==> src/rtl/mau_pkg.sv <==
// Shared definitions for the memory access unit.
//   - Request opcode encodings carried on req_op.
//   - FSM state encoding, also exported on the unit's debug state port.
package mau_pkg;

    localparam logic [1:0] OP_LOAD  = 2'b00;
    localparam logic [1:0] OP_STORE = 2'b01;
    localparam logic [1:0] OP_ADD   = 2'b10;
    localparam logic [1:0] OP_SWAP  = 2'b11;

    typedef enum logic [1:0] {
        IDLE  = 2'b00,
        READ  = 2'b01,
        WRITE = 2'b10,
        RESP  = 2'b11
    } state_t;

endpackage

==> src/rtl/mem_access_unit_if.sv <==
// Request/response handshake bundle between the CPU datapath and the
// memory access unit.
//   master : CPU side   - drives req_valid/op/addr/data and resp_ready
//   slave  : unit side  - drives req_ready and resp_valid/data/err
// Handshake rule for both channels: a transfer happens on a rising clk edge
// where valid and ready are both 1. Once valid is raised, the payload stays
// stable until that transfer; ready may depend on state but never on valid.
interface mem_access_unit_if #(
    parameter int WIDTH      = 32,
    parameter int ADDR_WIDTH = $clog2(WIDTH)
);

    logic                  req_valid;
    logic                  req_ready;
    logic [1:0]            req_op;
    logic [ADDR_WIDTH-1:0] req_addr;
    logic [WIDTH-1:0]      req_data;
    logic                  resp_valid;
    logic                  resp_ready;
    logic [WIDTH-1:0]      resp_data;
    logic                  resp_err;

    modport master (
        output req_valid, req_op, req_addr, req_data, resp_ready,
        input  req_ready, resp_valid, resp_data, resp_err
    );

    modport slave (
        input  req_valid, req_op, req_addr, req_data, resp_ready,
        output req_ready, resp_valid, resp_data, resp_err
    );

endinterface

==> src/rtl/mau_wdata_sel.sv <==
// Selects the value written back to memory for a modifying request.
//   op        : latched request opcode
//   mem_odata : current entry value from memory
//   data_q    : latched request operand
//   wdata     : ADD -> mem_odata + data_q (carry dropped), else data_q
module mau_wdata_sel
    import mau_pkg::*;
#(
    parameter int WIDTH = 32
) (
    input  logic [1:0]       op,
    input  logic [WIDTH-1:0] mem_odata,
    input  logic [WIDTH-1:0] data_q,
    output logic [WIDTH-1:0] wdata
);

    always_comb begin
        wdata = data_q;
        if (op == OP_ADD) begin
            wdata = mem_odata + data_q;
        end
    end

endmodule

==> src/rtl/mem_access_unit.sv <==
// Sequencer in front of the 8-entry register memory. Accepts one
// LOAD/STORE/ADD/SWAP request at a time, reads the entry, optionally writes
// it back one cycle later, and returns the pre-operation value.
//   clk, rst    : clock, synchronous active-high reset
//   bus         : request/response handshake (slave modport)
//   mem_write   : memory write enable, one cycle in WRITE only
//   mem_addr    : memory address (always the latched request address)
//   mem_idata   : memory write data
//   mem_odata   : memory combinational read data
//   dbg_state   : current FSM state
module mem_access_unit
    import mau_pkg::*;
#(
    parameter int WIDTH      = 32,
    parameter int ADDR_WIDTH = $clog2(WIDTH),
    parameter int DEPTH      = 8
) (
    input  logic                  clk,
    input  logic                  rst,
    mem_access_unit_if.slave      bus,
    output logic                  mem_write,
    output logic [ADDR_WIDTH-1:0] mem_addr,
    output logic [WIDTH-1:0]      mem_idata,
    input  logic [WIDTH-1:0]      mem_odata,
    output state_t                dbg_state
);

    // One extra bit so DEPTH == 2**ADDR_WIDTH still compares correctly.
    localparam logic [ADDR_WIDTH:0] DEPTH_L = DEPTH[ADDR_WIDTH:0];

    state_t                state_q, state_d;
    logic [1:0]            op_q;
    logic [ADDR_WIDTH-1:0] addr_q;
    logic [WIDTH-1:0]      data_q;
    logic                  err_q;
    logic [WIDTH-1:0]      rdata_q;
    logic [WIDTH-1:0]      wdata_q;
    logic [WIDTH-1:0]      wdata;
    logic                  read_only;

    mau_wdata_sel #(.WIDTH(WIDTH)) u_wdata_sel (
        .op        (op_q),
        .mem_odata (mem_odata),
        .data_q    (data_q),
        .wdata     (wdata)
    );

    // Out-of-range requests skip the write so they can never alias an entry.
    assign read_only = (op_q == OP_LOAD) || err_q;

    always_ff @(posedge clk) begin
        if (rst) begin
            state_q <= IDLE;
        end else begin
            state_q <= state_d;
        end
    end

    // Handshake and write strobes are gated with rst so they drop in the
    // reset cycle itself, including a reset that lands on WRITE.
    always_comb begin
        state_d       = state_q;
        bus.req_ready  = 1'b0;
        bus.resp_valid = 1'b0;
        mem_write      = 1'b0;
        case (state_q)
            IDLE: begin
                bus.req_ready = !rst;
                if (bus.req_valid) begin
                    state_d = READ;
                end
            end
            READ: begin
                state_d = read_only ? RESP : WRITE;
            end
            WRITE: begin
                mem_write = !rst && !err_q;
                state_d   = RESP;
            end
            RESP: begin
                bus.resp_valid = !rst;
                if (bus.resp_ready) begin
                    state_d = IDLE;
                end
            end
            default: state_d = IDLE;
        endcase
    end

    always_ff @(posedge clk) begin
        if (rst) begin
            op_q    <= OP_LOAD;
            addr_q  <= '0;
            data_q  <= '0;
            err_q   <= 1'b0;
            rdata_q <= '0;
            wdata_q <= '0;
        end else begin
            case (state_q)
                IDLE: begin
                    if (bus.req_valid) begin
                        op_q   <= bus.req_op;
                        addr_q <= bus.req_addr;
                        data_q <= bus.req_data;
                        err_q  <= ({1'b0, bus.req_addr} >= DEPTH_L);
                    end
                end
                READ: begin
                    rdata_q <= err_q ? '0 : mem_odata;
                    if (!read_only) begin
                        wdata_q <= wdata;
                    end
                end
                default: ;
            endcase
        end
    end

    assign mem_addr      = addr_q;
    assign mem_idata     = wdata_q;
    assign bus.resp_data = rdata_q;
    assign bus.resp_err  = err_q;
    assign dbg_state     = state_q;

endmodule

==> src/flat_wrapper.sv <==
// flat-port wrapper written by rule: the top's interface ports become plain ports
module mem_access_unit_flat import mau_pkg::*;
#(
    parameter int WIDTH      = 32,
    parameter int ADDR_WIDTH = $clog2(WIDTH),
    parameter int DEPTH      = 8
)
  (clk, rst, mem_write, mem_addr, mem_idata, mem_odata, dbg_state, bus_req_valid, bus_req_op, bus_req_addr, bus_req_data, bus_resp_ready, bus_req_ready, bus_resp_valid, bus_resp_data, bus_resp_err);
  mem_access_unit_if #(.WIDTH(WIDTH), .ADDR_WIDTH(ADDR_WIDTH)) bus_i ();
  input  logic clk;
  input  logic rst;
  output logic mem_write;
  output logic [ADDR_WIDTH-1:0] mem_addr;
  output logic [WIDTH-1:0] mem_idata;
  input  logic [WIDTH-1:0] mem_odata;
  output state_t dbg_state;
  input wire logic [$bits(bus_i.req_valid)-1:0] bus_req_valid;
  input wire logic [$bits(bus_i.req_op)-1:0] bus_req_op;
  input wire logic [$bits(bus_i.req_addr)-1:0] bus_req_addr;
  input wire logic [$bits(bus_i.req_data)-1:0] bus_req_data;
  input wire logic [$bits(bus_i.resp_ready)-1:0] bus_resp_ready;
  output wire logic [$bits(bus_i.req_ready)-1:0] bus_req_ready;
  output wire logic [$bits(bus_i.resp_valid)-1:0] bus_resp_valid;
  output wire logic [$bits(bus_i.resp_data)-1:0] bus_resp_data;
  output wire logic [$bits(bus_i.resp_err)-1:0] bus_resp_err;
  assign bus_i.req_valid = bus_req_valid;
  assign bus_i.req_op = bus_req_op;
  assign bus_i.req_addr = bus_req_addr;
  assign bus_i.req_data = bus_req_data;
  assign bus_i.resp_ready = bus_resp_ready;
  assign bus_req_ready = bus_i.req_ready;
  assign bus_resp_valid = bus_i.resp_valid;
  assign bus_resp_data = bus_i.resp_data;
  assign bus_resp_err = bus_i.resp_err;
  mem_access_unit #(.WIDTH(WIDTH), .ADDR_WIDTH(ADDR_WIDTH), .DEPTH(DEPTH)) u_core (.clk(clk), .rst(rst), .bus(bus_i), .mem_write(mem_write), .mem_addr(mem_addr), .mem_idata(mem_idata), .mem_odata(mem_odata), .dbg_state(dbg_state));
endmodule
==> config.mk <==
export PLATFORM = sky130hd
export DESIGN_NAME = mem_access_unit_flat
export DESIGN_NICKNAME = d
export VERILOG_FILES = /design/src/rtl/mau_pkg.sv /design/src/rtl/mem_access_unit_if.sv /design/src/rtl/mau_wdata_sel.sv /design/src/rtl/mem_access_unit.sv /design/src/flat_wrapper.sv
export SDC_FILE = /design/constraint.sdc
export NUM_CORES = 1
export LEC_CHECK = 0
export CAP_MARGIN = 20
export CORE_MARGIN = 8
export CORE_UTILIZATION = 35
export CTS_CLUSTER_DIAMETER = 80
export CTS_CLUSTER_SIZE = 40
export DETAILED_ROUTE_END_ITERATION = 12
export PLACE_DENSITY = 0.67
export SETUP_SLACK_MARGIN = 0.2
export SYNTH_ARGS = -nofsm -noshare
export SYNTH_HDL_FRONTEND = slang
export SYNTH_SLANG_ARGS = --single-unit
export TNS_END_PERCENT = 5
==> constraint.sdc <==
create_clock -name clk -period 5 [get_ports clk]
set_clock_uncertainty 0.05 [all_clocks]
set_input_delay 0.5 -clock clk [delete_from_list [all_inputs] [get_ports clk]]
set_output_delay 0.5 -clock clk [all_outputs]
set_load 0.03 [all_outputs]
### After elaboration in Yosys (flattened, before gate mapping)

Cells that the tools add are included.

| word-level totals | value |
|---|---|
| flip-flop bits (word level) | 106 |
| bits of input ports | 75 |
| word-level logic and storage cells | 34 |

| cells by class | value |
|---|---|
| add/sub/neg operators | 1 |
| order comparisons | 1 |
| eq/ne operators | 6 |
| mux-type cells | 9 |
| bitwise operators | 1 |
| reductions and logical operators | 9 |

Operators by type and width:

| operator | number |
|---|---|
| $mux W32 | 2 |
| $add A32 B32 Y32 | 1 |
| $pmux W2 S4 | 1 |
| $eq A2 B2 Y1 const B | 3 |
| $reduce_and A2 Y1 | 3 |
| $ge A5 B4 Y1 const B | 1 |
| $logic_not A2 Y1 | 2 |
| $mux W1 | 4 |
| $mux W2 | 2 |
| $ne A2 B2 Y1 const B | 2 |
| $eq A2 B1 Y1 const B | 1 |
| $logic_not A1 Y1 | 2 |
| $logic_and A1 B1 Y1 | 1 |
| $logic_or A1 B1 Y1 | 1 |
| $not A1 Y1 | 1 |

### Logic depth before layout (Yosys ltp)

Gate-level depths: netlist (run 1).

| logic depth | value |
|---|---|
| word-level depth | 4 |
| depth in mapped cells | 10 |
| gate-level depth less buffers | 9 |

### Cells and area by module

A second synthesis (run 1) with hierarchy kept.

| second synthesis, totals | value |
|---|---|
| cell total of the unflattened synthesis | 811 |
| area total of the unflattened synthesis | 6453.7 sq um |

Modules (own cells, without submodules):

| module | instances | cells each | area an instance (sq um) | sequential area each (sq um) |
|---|---|---|---|---|
| mem_access_unit | 1 | 446 | 4117.7 | 2122.0 |
| mau_wdata_sel | 1 | 365 | 2336.0 | 0.0 |

### Worst setup path before layout (run 1)

OpenSTA, ideal clock, no wires.

| timing | value |
|---|---|
| kind | input to register |
| from | in mem_odata[0] |
| to | reg u_core.wdata_q[30] (netlist: u_core.mem_idata[30]) |
| arrival time | 2.413 ns |
| path slack | 2.421 ns |
| stages on the path | 9 |
| path buffers | 0 |
| path through | ha_1 > fa_1 > a21o_1 > a221oi_2 > o41a_4 > a31oi_2 > o211ai_1 > mux2i_1 > nor2_1 |

| between the ends | value |
|---|---|
| word-level cells in the longest chain between the ends | 2 |

Ends and longest elaborated chain:

| what | line | RTL |
|---|---|---|
| start, declared | flat_wrapper.sv:15 | `input logic [WIDTH-1:0] mem_odata;` |
| $add A32 B32 Y32 | mau_wdata_sel.sv:20 | `wdata = mem_odata + data_q;` |
| $mux W32 | mau_wdata_sel.sv:19 | `if (op == OP_ADD) begin` |
| end signal, assigned | mem_access_unit.sv:111 | `wdata_q <= wdata;` |
| end, declared | mem_access_unit.sv:37 | `logic [WIDTH-1:0] wdata_q;` |

Every way passes these cells.
A chain may end at the register's enable or synchronous reset.

### Final worst setup path (run 1)

| timing | value |
|---|---|
| from | reg u_core.state_q[1] (netlist: u_core.dbg_state[1]) |
| to | reg u_core.wdata_q[26] (netlist: u_core.mem_idata[26]) |

| between the ends | value |
|---|---|
| word-level cells in the longest chain between the ends | 2 |

Ends and longest elaborated chain:

| what | line | RTL |
|---|---|---|
| start, declared | mem_access_unit.sv:31 | `state_t state_q, state_d;` |
| start signal, assigned | mem_access_unit.sv:55 | `state_q <= state_d;` |
| $eq A2 B1 Y1 | mem_access_unit.sv:99 | `case (state_q)` |
| $reduce_and A2 Y1 (no line) | - |  |

Every way passes these cells.

==> flow_summary.json, run 1 <==
{
  "status": "completed",
  "num_io_pins": 150,
  "startpoint_type": "register",
  "power_density_nw_per_um2": 454,
  "core_um2": 16400,
  "synth.area.top_cells": "dfxtp_1 (37%), nand2_1 (8.8%), ha_1 (7.8%)",
  "insertion_delay_ns": 0.36,
  "layout_worst_path_cycle_share_pct": 59.6,
  "slowest_delay_ns": 0.74,
  "final_cells": 1096,
  "cts_tree": "done",
  "grt_pass1_wl_mm": 30.6,
  "setup_viol": 0,
  "dpl_cell_area_um2": 7450,
  "area_delta_synth_final_pct": 33.8,
  "grt-ovfl-total": 0,
  "post_drt_wl_per_cell_um": 17.6,
  "syn_nets": 862,
  "synth_top_cell_by_area": "dfxtp_1",
  "diodes": 0,
  "finalHoldViolCount": 0,
  "postLayoutCellArea_um2": 7770,
  "fillCellCount": 1616,
  "yosysUniqueCellTypes": 55,
  "num-nets-final": 983,
  "post_drt_via_cell_ratio": 5.32,
  "place_congestion": 0.945,
  "synth_cells": 750,
  "leakagePower_nw": 2.94,
  "htree_levels": 3,
  "die_h_um": 145,
  "slew_viol_final": 0,
  "critical_path_buf_inv_count": 2,
  "hold_buffers": 0,
  "antenna_found_initial": 0,
  "cp_slowest_cell": "nor2_1",
  "track_usage_pct": 18.5,
  "holdWs_ns": 0.408,
  "tightest_slew_ns": 1.02,
  "cts.sinks": 106,
  "die_w_um": 145,
  "worstPathArrival_ns": 3.18,
  "detail-route-antenna-nets": 0,
  "crit_family": "simple AND/OR/NAND/NOR gates",
  "ir_worst_vdd_uv": 316,
  "min_period_ns": 2.98,
  "drc_errors": 0,
  "clk_pin_slew_ns": 0.07,
  "fmax_mhz": 335,
  "critPathKind": "reg2reg",
  "cts_setup_buffers": 0,
  "syn-cell-area_um2": 5810,
  "synth_top_area_share_pct": 36.6,
  "drt_iter0_drc": 526,
  "hold_class": "reg2reg",
  "dp_cells": 1080,
  "grt_max_degree": 61,
  "finalSetupTns_ns": 0,
  "drive_gt1_share_pct": 4.34,
  "drt_wl_total_mm": 19.3,
  "reg2reg_setup_slack_ns": 2.02,
  "firstDrtPassIters": 6,
  "cts_root_buf": "clkbuf_16",
  "initial_core_util_pct": 35.4,
  "cap_violations": 0,
  "hpwl_mm": 14.1,
  "ys_warn_count": 0,
  "cp_cell_sequence": "inv_1, ha_1, inv_2, or2_2, nor2_1, nand2_1, o21ai_0, nor3_1, o211a_1",
  "synth-async-reset-ratio_pct": 0,
  "grt_pass1_vias": 5745,
  "postSynthAreaPerCell_um2": 7.74,
  "power_mw": 3.53,
  "synth_edf_count": 0,
  "ys.flop_type": "dfxtp_1",
  "timing.critical_path.to_type": "register",
  "relSlewSlack_pct": 31.9,
  "crit_fanout": 35,
  "rsz0062_at_grt": "no",
  "die_area_um2": 21000,
  "ys_seq_area_share_pct": 36.6,
  "synth_seq_cells": 106,
  "num_rows": 47,
  "crit_required_ns": 5.20,
  "vias": 5826,
  "clockBufferDepth": 2,
  "port_buffers": 149,
  "cts_buffers": 9,
  "post_cts_resized": 0
}
[cell families after synthesis]
family,after synthesis,synth area share (%)
simple gates,278,20.1
mux,4,0.690
xor+xnor,21,3.17
compound gates,244,27.5
flops,106,36.6
fa+ha+maj,37,8.10
buf+inv,60,3.88
[routing by layer]
metal / share of wire (%) / global-route usage [%] / routed length, µm / vias to the layer above
li1: - / - / - / 2915
met1: 45 / 23.8 / 8740 / 2679
met2: 45 / 29.8 / 8730 / 214
met3: 8.3 / 5.09 / 1600 / 18
met4: 1.2 / 5.09 / 233 / 0
met5: 0 / 0 / 0 / -
[worst register-to-register path: cells and delay by family, from the launching register on]
kind,cells,cell delay [ns]
AND/OR/NAND/NOR,4,1.55
adder cells (fa/ha/maj),1,0.19
flip-flops,1,0.37
buffers and inverters,2,0.40
AO/OA/AOI/OAI,2,0.31
[state kept, by name, indices dropped and copies added, names as in the netlist]
register	flops
u_core.mem_idata	32
u_core.data_q	32
u_core.bus.resp_err	1
u_core.dbg_state	2
u_core.op_q	2
u_core.bus.resp_data	32
u_core.mem_addr	5
[cells in the final DEF (no fill, tap or decap), types with 3 or more instances in the layout]
master           count
o211ai_1             5
inv_1               13
nor3_1              17
nand4_1              8
a31oi_1              4
a22oi_1             33
dfxtp_1            106
clkbuf_8             3
a311oi_1             7
o21bai_1             6
mux2i_1              4
a21o_1              14
or3_1                4
xnor2_1             10
clkbuf_16            9
a2111oi_0            4
o31ai_1              3
buf_4                8
nand3_1             14
a221oi_1             7
nand2_1            136
nor2_1              80
a211oi_1             7
o21ai_0             42
ha_1                36
and2_1               5
o22ai_1              3
clkdlybuf4s50_1    148
a21oi_1             84
xor2_1              11
o21a_1               3
[area by class of cell]
type                    instances  area (µm²)  share of cell area, %
clock buffers                  12         267                   3.43
inverters                      14        52.6                  0.676
multi-input cells             584        3460                   44.6
repair buffers                156        1540                   19.8
well taps                     220         275                   3.54
flip-flops and latches        106        2120                   27.3
clock inverters                 4        48.8                  0.628
[metrics by stage]
| stage | util, % | worst slack (ns) |
|---|---|---|
| 3_3_place_gp | 45.4 | 1.69 |
| 5_1_grt | 47.4 | 1.74 |
| 4_1_cts | 47.4 | 2.03 |
| 2_1_floorplan | - | 2.42 |
| 6_report | 47.4 | 2.02 |
| 3_5_place_dp | 45.4 | 1.74 |
[synthesized netlist by cell type (10+ instances only)]
cell,count
dfxtp_1,106
a21o_1,14
o21ai_0,42
nand3_1,14
a21oi_1,84
nor3_1,17
xor2_1,11
nand2_1,136
nor2_1,82
a22oi_1,33
ha_1,36
inv_1,13
clkbuf_1,42
xnor2_1,10
[worst paths after layout]
| path | from | end | cells after the start |
|---|---|---|---|
| worst min-delay path | u_core.mem_addr[0] | u_core.mem_addr[0] | 2 |
| worst max-delay path | u_core.dbg_state[1] | u_core.mem_idata[26] | 9 |
| worst max register to register | u_core.dbg_state[1] | u_core.mem_idata[26] | 9 |
| worst min register to register | u_core.mem_addr[0] | u_core.mem_addr[0] | 2 |
[power breakdown]
group	internal [mW]	total [mW]	switching (mW)
registers	1.01	1.14	0.123
logic	0.621	1.63	1.01
clock network	0.429	0.757	0.328
Power figures use the tool's default switching activity.
==> run 2: changes to the inputs <==
Settings changed: PLACE_DENSITY 0.67 to 0.69.
Clock period 5 ns to 2.6 ns, I/O delays scaled along.
==> run 2 against run 1 <==
  * Sequential share of layout area shrank 2.4 points
  * Clock power grew 82%
  * Die area is the same
  * Combinational power grew 120%
  * Largest cell class unchanged
  * Total power grew 100%
  * Non-clock buffer count grew 82
  * Final area grew 9.7%
==> flow_summary.json, run 2 (synthesis gave the netlist of run 1 again) <==
{
  "antenna_found_initial": 0,
  "crit_top_cell": "buf_4",
  "rsz0062_at_grt": "yes",
  "worstPathArrival_ns": 2.63,
  "critical_path_buf_inv_count": 3,
  "diodes": 0,
  "layout_worst_path_cycle_share_pct": 93.7,
  "crit_fanout": 5,
  "post_drt_via_cell_ratio": 5.30,
  "fillCellCount": 1588,
  "combinationalPowerShare_pct": 50.3,
  "final_cells": 1178,
  "drive_gt1_share_pct": 14.2,
  "clk_pin_slew_ns": 0.08,
  "grt-ovfl-total": 0,
  "area_delta_synth_final_pct": 46.9,
  "leakagePower_nw": 3.35,
  "drt_wl_total_mm": 20.4,
  "die_h_um": 145,
  "layout_common_cells": "clkdlybuf4s50_1 (145), nand2_1 (136), dfxtp_1 (105)",
  "core_um2": 16400,
  "internal_power_mw": 4.16,
  "drc_errors": 0,
  "dpl_cell_area_um2": 8070,
  "seqPwrFrac_pct": 30.4,
  "switching_share_pct": 42.0,
  "grt_max_degree": 71,
  "cts.sinks": 106,
  "clockBufferDepth": 2,
  "finalHoldViolCount": 0,
  "cp_cell_sequence": "clkdlybuf4s50_1, ha_1, nand2_1, buf_4, buf_4, o41a_4, a31o_1, xnor2_1, a221oi_1, nor3_1",
  "postLayoutCellArea_um2": 8530,
  "status": "completed",
  "hold_class": "in2reg",
  "port_buffers": 149,
  "initial_core_util_pct": 35.4,
  "vias": 6248,
  "slowest_delay_ns": 0.50,
  "power_mw": 7.18,
  "die_w_um": 145,
  "cts_tree": "done",
  "drt_iter0_drc": 435,
  "detail-route-antenna-nets": 0,
  "hpwl_mm": 15.0,
  "slew_viol_final": 0,
  "cp_slowest_cell": "o41a_4",
  "num_io_pins": 150,
  "timing.critical_path.to_type": "register",
  "cap_violations": 0,
  "crit_family": "compound AO/OA/AOI/OAI gates",
  "finalSetupTns_ns": 0,
  "htree_levels": 3,
  "insertion_delay_ns": 0.36,
  "num_rows": 47,
  "grt_pass1_wl_mm": 31.5,
  "num-nets-final": 1065,
  "post_drt_wl_per_cell_um": 17.3,
  "setup_viol": 0,
  "place_congestion": 0.869,
  "grt_pass1_vias": 6031,
  "power_density_nw_per_um2": 842,
  "p_sw_mw": 3.02,
  "critPathKind": "in2reg",
  "dp_cells": 1160,
  "min_period_ns": 2.44,
  "track_usage_pct": 19.1,
  "cts_buffers": 9,
  "hold_buffers": 0,
  "firstDrtPassIters": 5,
  "ir_worst_vdd_uv": 585,
  "clockPowerShare_pct": 19.3,
  "cts_root_buf": "clkbuf_16",
  "die_area_um2": 21000,
  "startpoint_type": "primary input",
  "final_common_cell": "clkdlybuf4s50_1",
  "relSlewSlack_pct": 47.0,
  "fmax_mhz": 410,
  "crit_required_ns": 2.80,
  "tightest_slew_ns": 0.795
}
-- run 2: through the flow --
| step | hold WS, ns | worst slack, ns | utilization [%] |
|---|---|---|---|
| floorplan | 0.346 | 0.225 | - |
| CTS | 0.0791 | 0.108 | 51.1 |
| global placement | 0.390 | -0.310 | 49.2 |
| global route | 0.0845 | 0.0889 | 52.0 |
| finish | 0.0898 | 0.163 | 52.0 |
| detailed placement | 0.398 | -0.337 | 49.2 |
-- run 2: power by group through the flow --
stage / clock, mW / combinational, mW / sequential [mW]
floorplan: 0 / 1.64 / 2.60
global placement: 0 / 3.50 / 2.20
finish: 1.38 / 3.62 / 2.18
global route: 1.48 / 3.92 / 2.23
CTS: 1.42 / 3.55 / 2.18
detailed placement: 0 / 3.52 / 2.21
-- run 2: timing repair --
| action | 4_1_cts | 5_1_grt |
|---|---|---|
| cloned | 0 | 0 |
| resized for setup | 4 | 27 |
| pin swaps | 3 | 10 |
| setup buffers | 1 | 1 |
| setup endpoints to repair | 17 | 21 |
-- run 2: layout make-up --
class                   count  area (µm²)  share of cell area (%)
well taps                 220         275                    3.23
repair buffers            238        2180                    25.5
clock buffers              10         239                    2.80
multi-input cells         584        3610                    42.3
clock inverters             6        50.0                   0.587
flip-flops and latches    106        2120                    24.9
inverters                  14        52.6                   0.616
-- run 2: routing by layer --
layer,part of all wire (%),vias to the layer above,track usage (%),wire length [µm]
met4,2.0,0,5.81,399
li1,-,3099,-,-
met2,47,175,30.5,9500
met5,0,-,0,0
met3,6.4,30,4.27,1300
met1,45,2944,25.1,9220
-- run 2: final timing paths --
path,from,endpoint,slack (ns),depth (start not counted)
max,mem_odata[8],u_core.mem_idata[16],0.16,10
min,rst,u_core.mem_addr[3],0.09,2
max reg2reg,u_core.data_q[8],u_core.mem_idata[16],0.17,9
min reg2reg,u_core.mem_addr[1],u_core.mem_addr[1],0.41,2
-- run 2: worst reg2reg max path, stage by stage (launching register included) --
cell and delay (ns):
dfxtp_1 0.34, ha_1 0.33, nand2_1 0.12, buf_4 0.17, buf_4 0.13, o41a_4 0.50
a31o_1 0.20, xnor2_1 0.12, a221oi_1 0.26, nor3_1 0.08
==> run 3: changes to the inputs <==
--- a/constraint.sdc
+++ b/constraint.sdc
@@ -4,2 +4,2 @@
 set_output_delay 0.26 -clock clk [all_outputs]
-set_load 0.03 [all_outputs]
+set_load 0.005 [all_outputs]
==> run 3 against run 2 <==
  * Cell count grew 0.17%
  * Routed wire length shrank 1.3%
  * Global-route usage grew 0.32 points
  * Sequential power is essentially flat
  * Non-clock buffer count grew 2
  * Sequential share of layout area grew 0.18 points
  * Register-to-register slack gained 0.06 ns
  * Flip-flop and latch count is the same
  * Via count shrank 0.90%
  * Utilization shrank 0.37 points
  * Critical endpoint is now u_core.mem_idata[19]
==> flow_summary.json, run 3 (synthesis gave the netlist of run 1 again) <==
{
  "hpwl_mm": 15.2,
  "rsz0062_at_grt": "yes",
  "hold_class": "in2reg",
  "reg2reg_depth": 10,
  "layout_common_cells": "clkdlybuf4s50_1 (146), nand2_1 (136), dfxtp_1 (105)",
  "grt-ovfl-total": 0,
  "die_h_um": 145,
  "worst_slack_ns": 0.174,
  "worstHoldStart": "rst",
  "drc_errors": 0,
  "worstPathArrival_ns": 2.63,
  "cts_root_buf": "clkbuf_16",
  "timing.critical_path.to_type": "register",
  "grt_pass1_vias": 6090,
  "insertion_delay_ns": 0.36,
  "drt_iter0_drc": 486,
  "hold_buffers": 0,
  "relSlewSlack_pct": 67.7,
  "num-nets-final": 1067,
  "status": "completed",
  "power_mw": 6.71,
  "dpl_worst_slack_ns": -0.303,
  "area_delta_synth_final_pct": 45.8,
  "leakagePower_nw": 3.33,
  "r2r-start": "u_core.data_q[0]",
  "diodes": 0,
  "layout_worst_path_cycle_share_pct": 93.3,
  "min_period_ns": 2.43,
  "ir_worst_vdd_uv": 589,
  "setup_viol": 0,
  "clockBufferDepth": 2,
  "power_density_nw_per_um2": 792,
  "critPathKind": "in2reg",
  "port_buffers": 149,
  "r2r-end": "u_core.mem_idata[12]",
  "detail-route-antenna-nets": 0,
  "vias": 6192,
  "drt_wl_total_mm": 20.2,
  "tightest_slew_ns": 0.484,
  "place_congestion": 0.885,
  "fillCellCount": 1558,
  "firstDrtPassIters": 7,
  "grt_max_degree": 44,
  "crit_required_ns": 2.80,
  "whs_path_depth": 2,
  "grt_pass1_wl_mm": 31.9,
  "post_drt_wl_per_cell_um": 17.1,
  "finalHoldViolCount": 0,
  "cts_buffers": 9,
  "track_usage_pct": 19.4,
  "startpoint": "mem_odata[8]",
  "reg2reg_setup_slack_ns": 0.23,
  "num_rows": 47,
  "die_area_um2": 21000,
  "num_io_pins": 150,
  "cap_violations": 0,
  "drive_gt1_share_pct": 13.4,
  "antenna_found_initial": 0,
  "core_um2": 16400,
  "cts_tree": "done",
  "initial_core_util_pct": 35.4,
  "cts.sinks": 106,
  "final_common_cell": "clkdlybuf4s50_1",
  "htree_levels": 3,
  "clk_pin_slew_ns": 0.07,
  "slew_viol_final": 0,
  "crit_fanout": 5,
  "post_drt_via_cell_ratio": 5.25,
  "hold_end": "u_core.bus.resp_data[11]",
  "startpoint_type": "primary input",
  "die_w_um": 145,
  "fmax_mhz": 412
}
run 3: cell types whose count changed in the layout (fill, tap and decap cells not counted), sizes merged, moves of 2 or more:
cell / delta
dlymetal6s2s: -3
buf: +2
inv: -2
clkinv: -2
clkbuf: +4
dlygate4sd2: +2
run 3: critical path, stage by stage:
cell             delay, ns
clkdlybuf4s50_1       0.44
ha_1                  0.36
a21oi_1               0.20
o21a_1                0.19
a2bb2oi_2             0.24
a31oi_4               0.16
o21a_1                0.22
or4_1                 0.38
and3_1                0.18
run 3: layout make-up:
class	instances	area (µm²)	area share, %
well taps	220	275	3.25
clock buffers	14	264	3.12
repair buffers	240	2170	25.6
inverters	14	52.6	0.621
multi-input cells	584	3550	41.9
clock inverters	2	35.0	0.414
flip-flops and latches	106	2120	25.1
run 3: repair_timing:
action	CTS	global route
pin swaps	8	1
gates resized for setup	15	1
endpoints found under the setup margin	16	20
buffers inserted	2	0
run 3: metrics by stage:
| step | cell area (µm²) | hold WS, ns | cells | TNS, ns | util [%] |
|---|---|---|---|---|---|
| floorplan | 5810 | 0.346 | 750 | 0 | - |
| global placement | 8070 | 0.390 | 1162 | -4.41 | 49.2 |
| detailed placement | 8070 | 0.397 | 1162 | -4.53 | 49.2 |
| CTS | 8460 | 0.227 | 1180 | 0 | 51.6 |
| global route | 8470 | 0.266 | 1180 | 0 | 51.6 |
| finish | 8470 | 0.245 | 1180 | 0 | 51.6 |
run 3: metal layers:
metal  up-vias  wire length (µm)  track usage, %
met5         -                 0               0
met4         0               154            4.98
met3         8              1400            4.56
met2       169              9560            31.9
met1      2912              9050            25.0
li1       3103                 -               -
run 3: worst max-delay path by stage:
stage	end	slack, ns	cells past startpoint
after floorplan	u_core.mem_idata[30]	0.23	9
after global placement	u_core.mem_idata[30]	-0.32	11
after detailed placement	u_core.mem_idata[30]	-0.30	11
after CTS	u_core.mem_idata[23]	0.19	12
after global routing	u_core.mem_idata[30]	0.02	10
final	u_core.mem_idata[19]	0.17	9
run 3: power breakdown:
group / internal [mW] / switching, mW / total (mW)
sequential: 1.95 / 0.231 / 2.18
combinational: 1.49 / 1.61 / 3.10
clock: 0.801 / 0.624 / 1.43
total: 4.24 / 2.47 / 6.71
